--- src/rtl/regfile_sb.sv ---
`default_nettype none
// ----------------------------------------------------------------------------
// regfile_sb : parametrised 2R/1W register file with clear sweep and busy scoreboard
// Revision   : 1.0
// ----------------------------------------------------------------------------
module regfile_sb #(
  parameter  int XLEN   = 32,
  parameter  int NREGS  = 32,
  parameter  int BYPASS = 1,
  localparam int AW     = $clog2(NREGS)
) (
  input  logic            clk,
  input  logic            rst,
  input  logic [AW-1:0]   A1,
  input  logic [AW-1:0]   A2,
  output logic [XLEN-1:0] RD1,
  output logic [XLEN-1:0] RD2,
  input  logic            we3,
  input  logic [AW-1:0]   A3,
  input  logic [XLEN-1:0] WD3,
  input  logic            mark_en,
  input  logic [AW-1:0]   mark_addr,
  output logic            busy1,
  output logic            busy2,
  output logic            ready
);

  typedef enum logic [0:0] {
    S_CLEAR = 1'b0,
    S_RUN   = 1'b1
  } state_e;

  state_e             state_q, state_d;
  logic [AW-1:0]      idx_q, idx_d;
  logic [NREGS-1:0]   busy_q, busy_d;
  logic [XLEN-1:0]    regs_q [NREGS];

  logic w_run;
  logic w_clr;
  logic w_wr;

  assign w_run = (state_q == S_RUN);
  assign w_clr = (state_q == S_CLEAR);
  assign w_wr  = w_run && we3 && (A3 != '0);
  assign ready = w_run;

  always_ff @(posedge clk) begin
    if (rst) begin
      state_q <= S_CLEAR;
      idx_q   <= '0;
      busy_q  <= '0;
    end else begin
      state_q <= state_d;
      idx_q   <= idx_d;
      busy_q  <= busy_d;
    end
  end

  always_comb begin
    state_d = state_q;
    idx_d   = idx_q;
    busy_d  = busy_q;
    case (state_q)
      S_CLEAR: begin
        idx_d = idx_q + 1'b1;
        if (idx_q == AW'(NREGS - 1)) state_d = S_RUN;
      end
      S_RUN: begin
        // Set is applied after clear so a freshly issued producer wins.
        if (we3)     busy_d[A3]        = 1'b0;
        if (mark_en) busy_d[mark_addr] = 1'b1;
        busy_d[0] = 1'b0;
      end
      default: state_d = S_CLEAR;
    endcase
  end

  always_ff @(posedge clk) begin
    if (!rst) begin
      if (w_clr)     regs_q[idx_q] <= '0;
      else if (w_wr) regs_q[A3]    <= WD3;
    end
  end

  logic [AW-1:0] w_ra [2];
  assign w_ra[0] = A1;
  assign w_ra[1] = A2;

  for (genvar p = 0; p < 2; p++) begin : g_rd
    logic            hit;
    logic [XLEN-1:0] rd;
    logic            bsy;

    assign hit = w_run && we3 && (A3 == w_ra[p]);

    always_comb begin
      rd  = '0;
      bsy = 1'b0;
      if (w_run && (w_ra[p] != '0)) begin
        rd  = ((BYPASS != 0) && hit) ? WD3 : regs_q[w_ra[p]];
        bsy = busy_q[w_ra[p]] & ~hit;
      end
    end
  end

  assign RD1   = g_rd[0].rd;
  assign RD2   = g_rd[1].rd;
  assign busy1 = g_rd[0].bsy;
  assign busy2 = g_rd[1].bsy;

endmodule
`default_nettype wire

--- config.mk ---
export PLATFORM = sky130hd
export DESIGN_NAME = regfile_sb
export DESIGN_NICKNAME = d
export VERILOG_FILES = /design/src/rtl/regfile_sb.sv
export SDC_FILE = /design/constraint.sdc
export NUM_CORES = 1
export LEC_CHECK = 0
export ABC_CLOCK_PERIOD_IN_PS = 6110
export BUFFER_PORTS_ARGS = -buffer_cell sky130_fd_sc_hd__buf_2
export CAP_MARGIN = 25
export CORE_MARGIN = 2
export CORE_UTILIZATION = 55
export CTS_CLUSTER_DIAMETER = 80
export DETAILED_ROUTE_END_ITERATION = 10
export PLACE_DENSITY = 0.69
export SETUP_SLACK_MARGIN = 0.05
export SLEW_MARGIN = 20
export SYNTH_ARGS = -nofsm -noshare
export SYNTH_HDL_FRONTEND = slang
export SYNTH_SLANG_ARGS = --single-unit
export TNS_END_PERCENT = 50
--- constraint.sdc ---
create_clock -name clk -period 6.11 [get_ports clk]
set_input_delay 1.5275 -clock clk [delete_from_list [all_inputs] [get_ports clk]]
set_output_delay 1.5275 -clock clk [all_outputs]
set_load 0.1 [all_outputs]
* Word-level counts from Yosys, hierarchy flattened *
Memories as Yosys holds them, arrays and structs flattened.
Cells that the tools add are included.

cells by class
  add/subtract/negate cells = 1
  order comparisons = 6
  equal/unequal tests = 3
  mux-type cells = 29
  bitwise operators = 7
  reductions and logical operators = 12

operators by type and width
  kind                 number
  $mux 32              8
  $and 32x32->32       1
  $not 32->32          1
  $or 32x32->32        1
  $reduce_or 32->1     1
  $lt 5x6->1 const B   4
  $mux 1               16
  $reduce_bool 5->1    3
  $bmux 1 s5           2
  $demux 1 s5          2
  $eq 5x5->1           2
  $ge 5x1->1 const B   2
  $logic_and 1x1->1    8
  $add 5x1->5 const B  1
  $eq 5x5->1 const B   1
  $mux 5               1
  $and 1x1->1          2
  $not 1->1            2

storage, ports and cells
  register bits after elaboration = 37
  memory bits (writable) = 1024
  output and inout port bits = 67
  logic and storage cells = 62
  memories = 1

memory list
  name    words  bits a word  read ports  clocked after Yosys merged registers in  wr ports  RTL line  source
  regs_q  32     32           2           0                                        1         36        logic [XLEN-1:0] regs_q [NREGS];

* Longest topological paths before layout *
  depth in word-level cells = 10
  gate-level depth with buffers = 9
  depth with buffers taken out = 5

* Worst setup path after synthesis *
Ideal clock, no wire load.

  path kind = input port to output port
  start point = input port A2[2]
  end point = output port busy2
  arrival time = 5.539 ns
  data required time = 4.582 ns
  setup slack = -0.957 ns
  cell stages on the path = 8
  path through = buf_4 -> buf_2 -> nor2_2 -> clkbuf_1 -> a221oi_1 -> a21oi_1 -> o211a_1 -> nor4_1

between the ends
  longest elaborated chain between the ends = 5
  elaborated cells between the ends (all ways) = 9

RTL lines
  what                                                RTL line  source
  from (decl)                                         15        input logic [AW-1:0] A2,
  branches (longest 4 deep; another with $bmux 1 s5)  -
  $mux 1 *                                            99        if (w_run && (w_ra[p] != '0)) begin
  to (decl)                                           24        output logic busy2,

Every way passes the cells marked *. The select of a mux whose other input is x is not followed.

* Worst setup path in the final report *
  start point = input port A1[4]
  end point = output port RD1[8]

between the ends
  longest elaborated chain between the ends = 4
  elaborated cells between the ends (all ways) = 7

RTL lines
  what                                                   RTL line  source
  from (decl)                                            14        input logic [AW-1:0] A1,
  branches (longest 3 deep; another with $mem_v2 32x32)  -
  $mux 32 *                                              99
  to (decl)                                              16        output logic [XLEN-1:0] RD1,

Every way passes the cells marked *.

==> impl_metrics.ini <==
[run_status]
status = completed

[pwr]
comb_power_share_pct = 7.0
switching_share_pct = 22.3
pwr-share-clk_pct = 42.4
seqPwrFrac_pct = 50.6
intPower_mw = 12.1
ir_worst_vdd_mv = 0.249
p_leak_nw = 20.6
switchingPower_mw = 3.50
power_density_nw_per_um2 = 269

[yosys]
synth_most_common_cell = edfxtp_1
syn_inst = 2927
ys_top_cells_by_area = edfxtp_1, mux4_2, mux2i_1, a221oi_1, a22oi_1
syn_area_um2 = 51000
ys_types = 60
synth_top_area_cell = edfxtp_1
ys_seq_elements = 1061
syn_avg_cell_area_um2 = 17.4
syn_nets = 2985
synth_common_cells = edfxtp_1, mux4_2, mux2i_1
ys.flop_type = edfxtp_1
async_reset_ff_share_pct = 0
synth_edf_count = 1024
ys_seq_area_share_pct = 61.8
synth_warnings = 0
yosysTopAreaCellShare_pct = 60.3

[global_route]
grt_pass1_vias = 32800
grt_pass1_wl_um = 223000
grt_antenna_before_repair = 0
grt_max_degree = 101
grt_usage_pct = 32.7
grt_overflow = 0

[timing]
finalHoldViolations = 0
report.final.slew_viol_count = 0
tns_ns = 0
period_minus_slack_ns = 5.92
holdWs_ns = 0.493
fmax_mhz = 169
clock-skew-final_ns = 0.0279
setup_violations = 0
max_slew.worst_pin.slew_ns = 1.06
timing.final.crit_share_pct = 96.8
max-slew-margin-rel_pct = 29.2
rsz0062_at_grt = false

[drt]
routedWlPerCell_um = 35.3
ant_nets = 0
drc = 0
vias = 32400
drt_iter0_drc = 4667
wl_um = 155000
firstDrtPassIters = 6
viasPerCell = 7.38

[placement]
place_congestion = 0.855
dp.cells = 4176
io_buffers = 122
hpwlAfterDp_um = 89200
placed_area_um2 = 54400

[layout]
drive_above_1_share_pct = 28.6
fin_area_um2 = 58200
fillers = 6261
syn2layout_area_growth_pct = 14.2
layout.nets = 3115
seqCellArea_um2 = 31500
antenna_cells = 0
multi_input_area_um2 = 18400
utilization_pct = 63.4
layoutNonFillerInstCount = 4388

[min_path]
hold_class = flip-flop to flip-flop
whs_path_depth = 2

[cts]
cts.sinks = 1061
htreeDepth = 3
cts_hold_buf = 0
post-cts-setup-buffers = 0
cts.repair.resized = 0
clk_path_buf_depth = 3
cts_buffers = 107
path_clk_slew_ns = 0.06
clock_insertion_delay_worst_skew_ns = 0.71
root_buffer = clkbuf_16
cts_tree = done

[worst_setup_path]
critical-path-top-delay-family = buffers and inverters
critical_path.startpoint_type = input pin
crit_chain = buf_4, xnor2_1, nand4_1, or3_1, nor2b_4, buf_4, a211o_1, buf_2
cp_slowest_cell = buf_4
critPathCaptureType = output port
cpPeakStageDelay_ns = 0.54
critPathMostFrequentCell = buf_4
cp.required_ns = 4.58
worstPathMaxFanout = 30
r2r_cells = 7
cp_num_buf_inv = 3
cp.depth = 8
crit_type = input pin to output port
cp.arrival_ns = 4.39

[floorplan]
core_area_um2 = 91800
row_count = 111
dieArea_um2 = 95100
initial_core_util_pct = 55.5
die_h_um = 308
ios = 123
fp.dieW_um = 308

[flow_run]
cap_violations = 0
==> logic make-up after synthesis <==
group / Yosys count / synth area share (%)
AO/OA/AOI/OAI: 642 / 9.25
XOR/XNOR: 12 / 0.206
adder cells (fa/ha/maj): 2 / 0.0491
buffers and inverters: 257 / 2.88
flip-flops: 1061 / 61.8
multiplexers: 739 / 23.7
AND/OR/NAND/NOR: 214 / 2.12
==> metrics by stage <==
stage | total power [mW] | setup WS (ns)
2_1_floorplan | 8.81 | -0.957
3_3_place_gp | 9.13 | 0.325
3_5_place_dp | 9.15 | 0.297
4_1_cts | 15.7 | 0.293
5_1_grt | 16.0 | 0.200
6_report | 15.6 | 0.193
==> worst min-delay path, delay by kind of cell (launching register included) <==
| family | cells | cell delay [ns] |
|---|---|---|
| compound gates | 2 | 0.13 |
| flops | 1 | 0.31 |
==> flip-flops by register name, indices dropped and copies added, names as in the netlist <==
register  flops
regs_q     1024
busy_q       31
idx_q         5
ready         1
==> power groups by stage <==
stage,registers [mW],clock network (mW),logic (mW)
after global placement,8.07,0,1.06
after floorplan,8.07,0,0.741
after detailed placement,8.07,0,1.08
after global routing,7.92,6.95,1.14
final,7.92,6.63,1.09
after CTS,7.92,6.66,1.08
==> placed cells by master, fill, tap and decap left out, types with 17 or more instances in the layout <==
cell          n
o21ai_1      22
clkinv_2     29
buf_12       97
o21ai_0      41
clkinv_1     32
clkbuf_16   109
a221oi_1    122
o21bai_1     59
a31oi_1      34
buf_2        69
a22oi_1     120
nand2_1      57
mux2i_1     321
mux2_2       48
dfxtp_1      37
a211o_1      31
buf_8        17
buf_4        82
edfxtp_1   1024
o221ai_1     30
and2_1       32
mux4_2      370
a21oi_1      99
nor2_1       20
a221o_1      32
nor2_4       33
==> cell type report <==
class | count | share of cell area [%]
Clock inverter | 79 | 1.33
Clock buffer | 118 | 4.74
Inverter | 10 | 0.0645
Multi-Input combinational cell | 1609 | 31.6
Timing Repair Buffer | 268 | 5.48
Tap cell | 1243 | 2.67
Sequential cell | 1061 | 54.1
==> routing by layer <==
metal | track usage (%) | share of wire [%] | wire (µm)
met1 | 43.4 | 37 | 56900
met2 | 52.4 | 48 | 74200
met3 | 6.61 | 10 | 16200
met4 | 15.5 | 4.9 | 7610
met5 | 0 | 0 | 0
==> final timing paths <==
kind / from / to / slack [ns]
setup / recovery: A1[4] / RD1[8] / 0.19
hold / removal: busy_q[22] / busy_q[22] / 0.49
setup reg to reg: ready / regs_q[28][12] / 1.77
hold reg to reg: busy_q[22] / busy_q[22] / 0.49
Note: power is estimated with default switching activity, not from simulation.
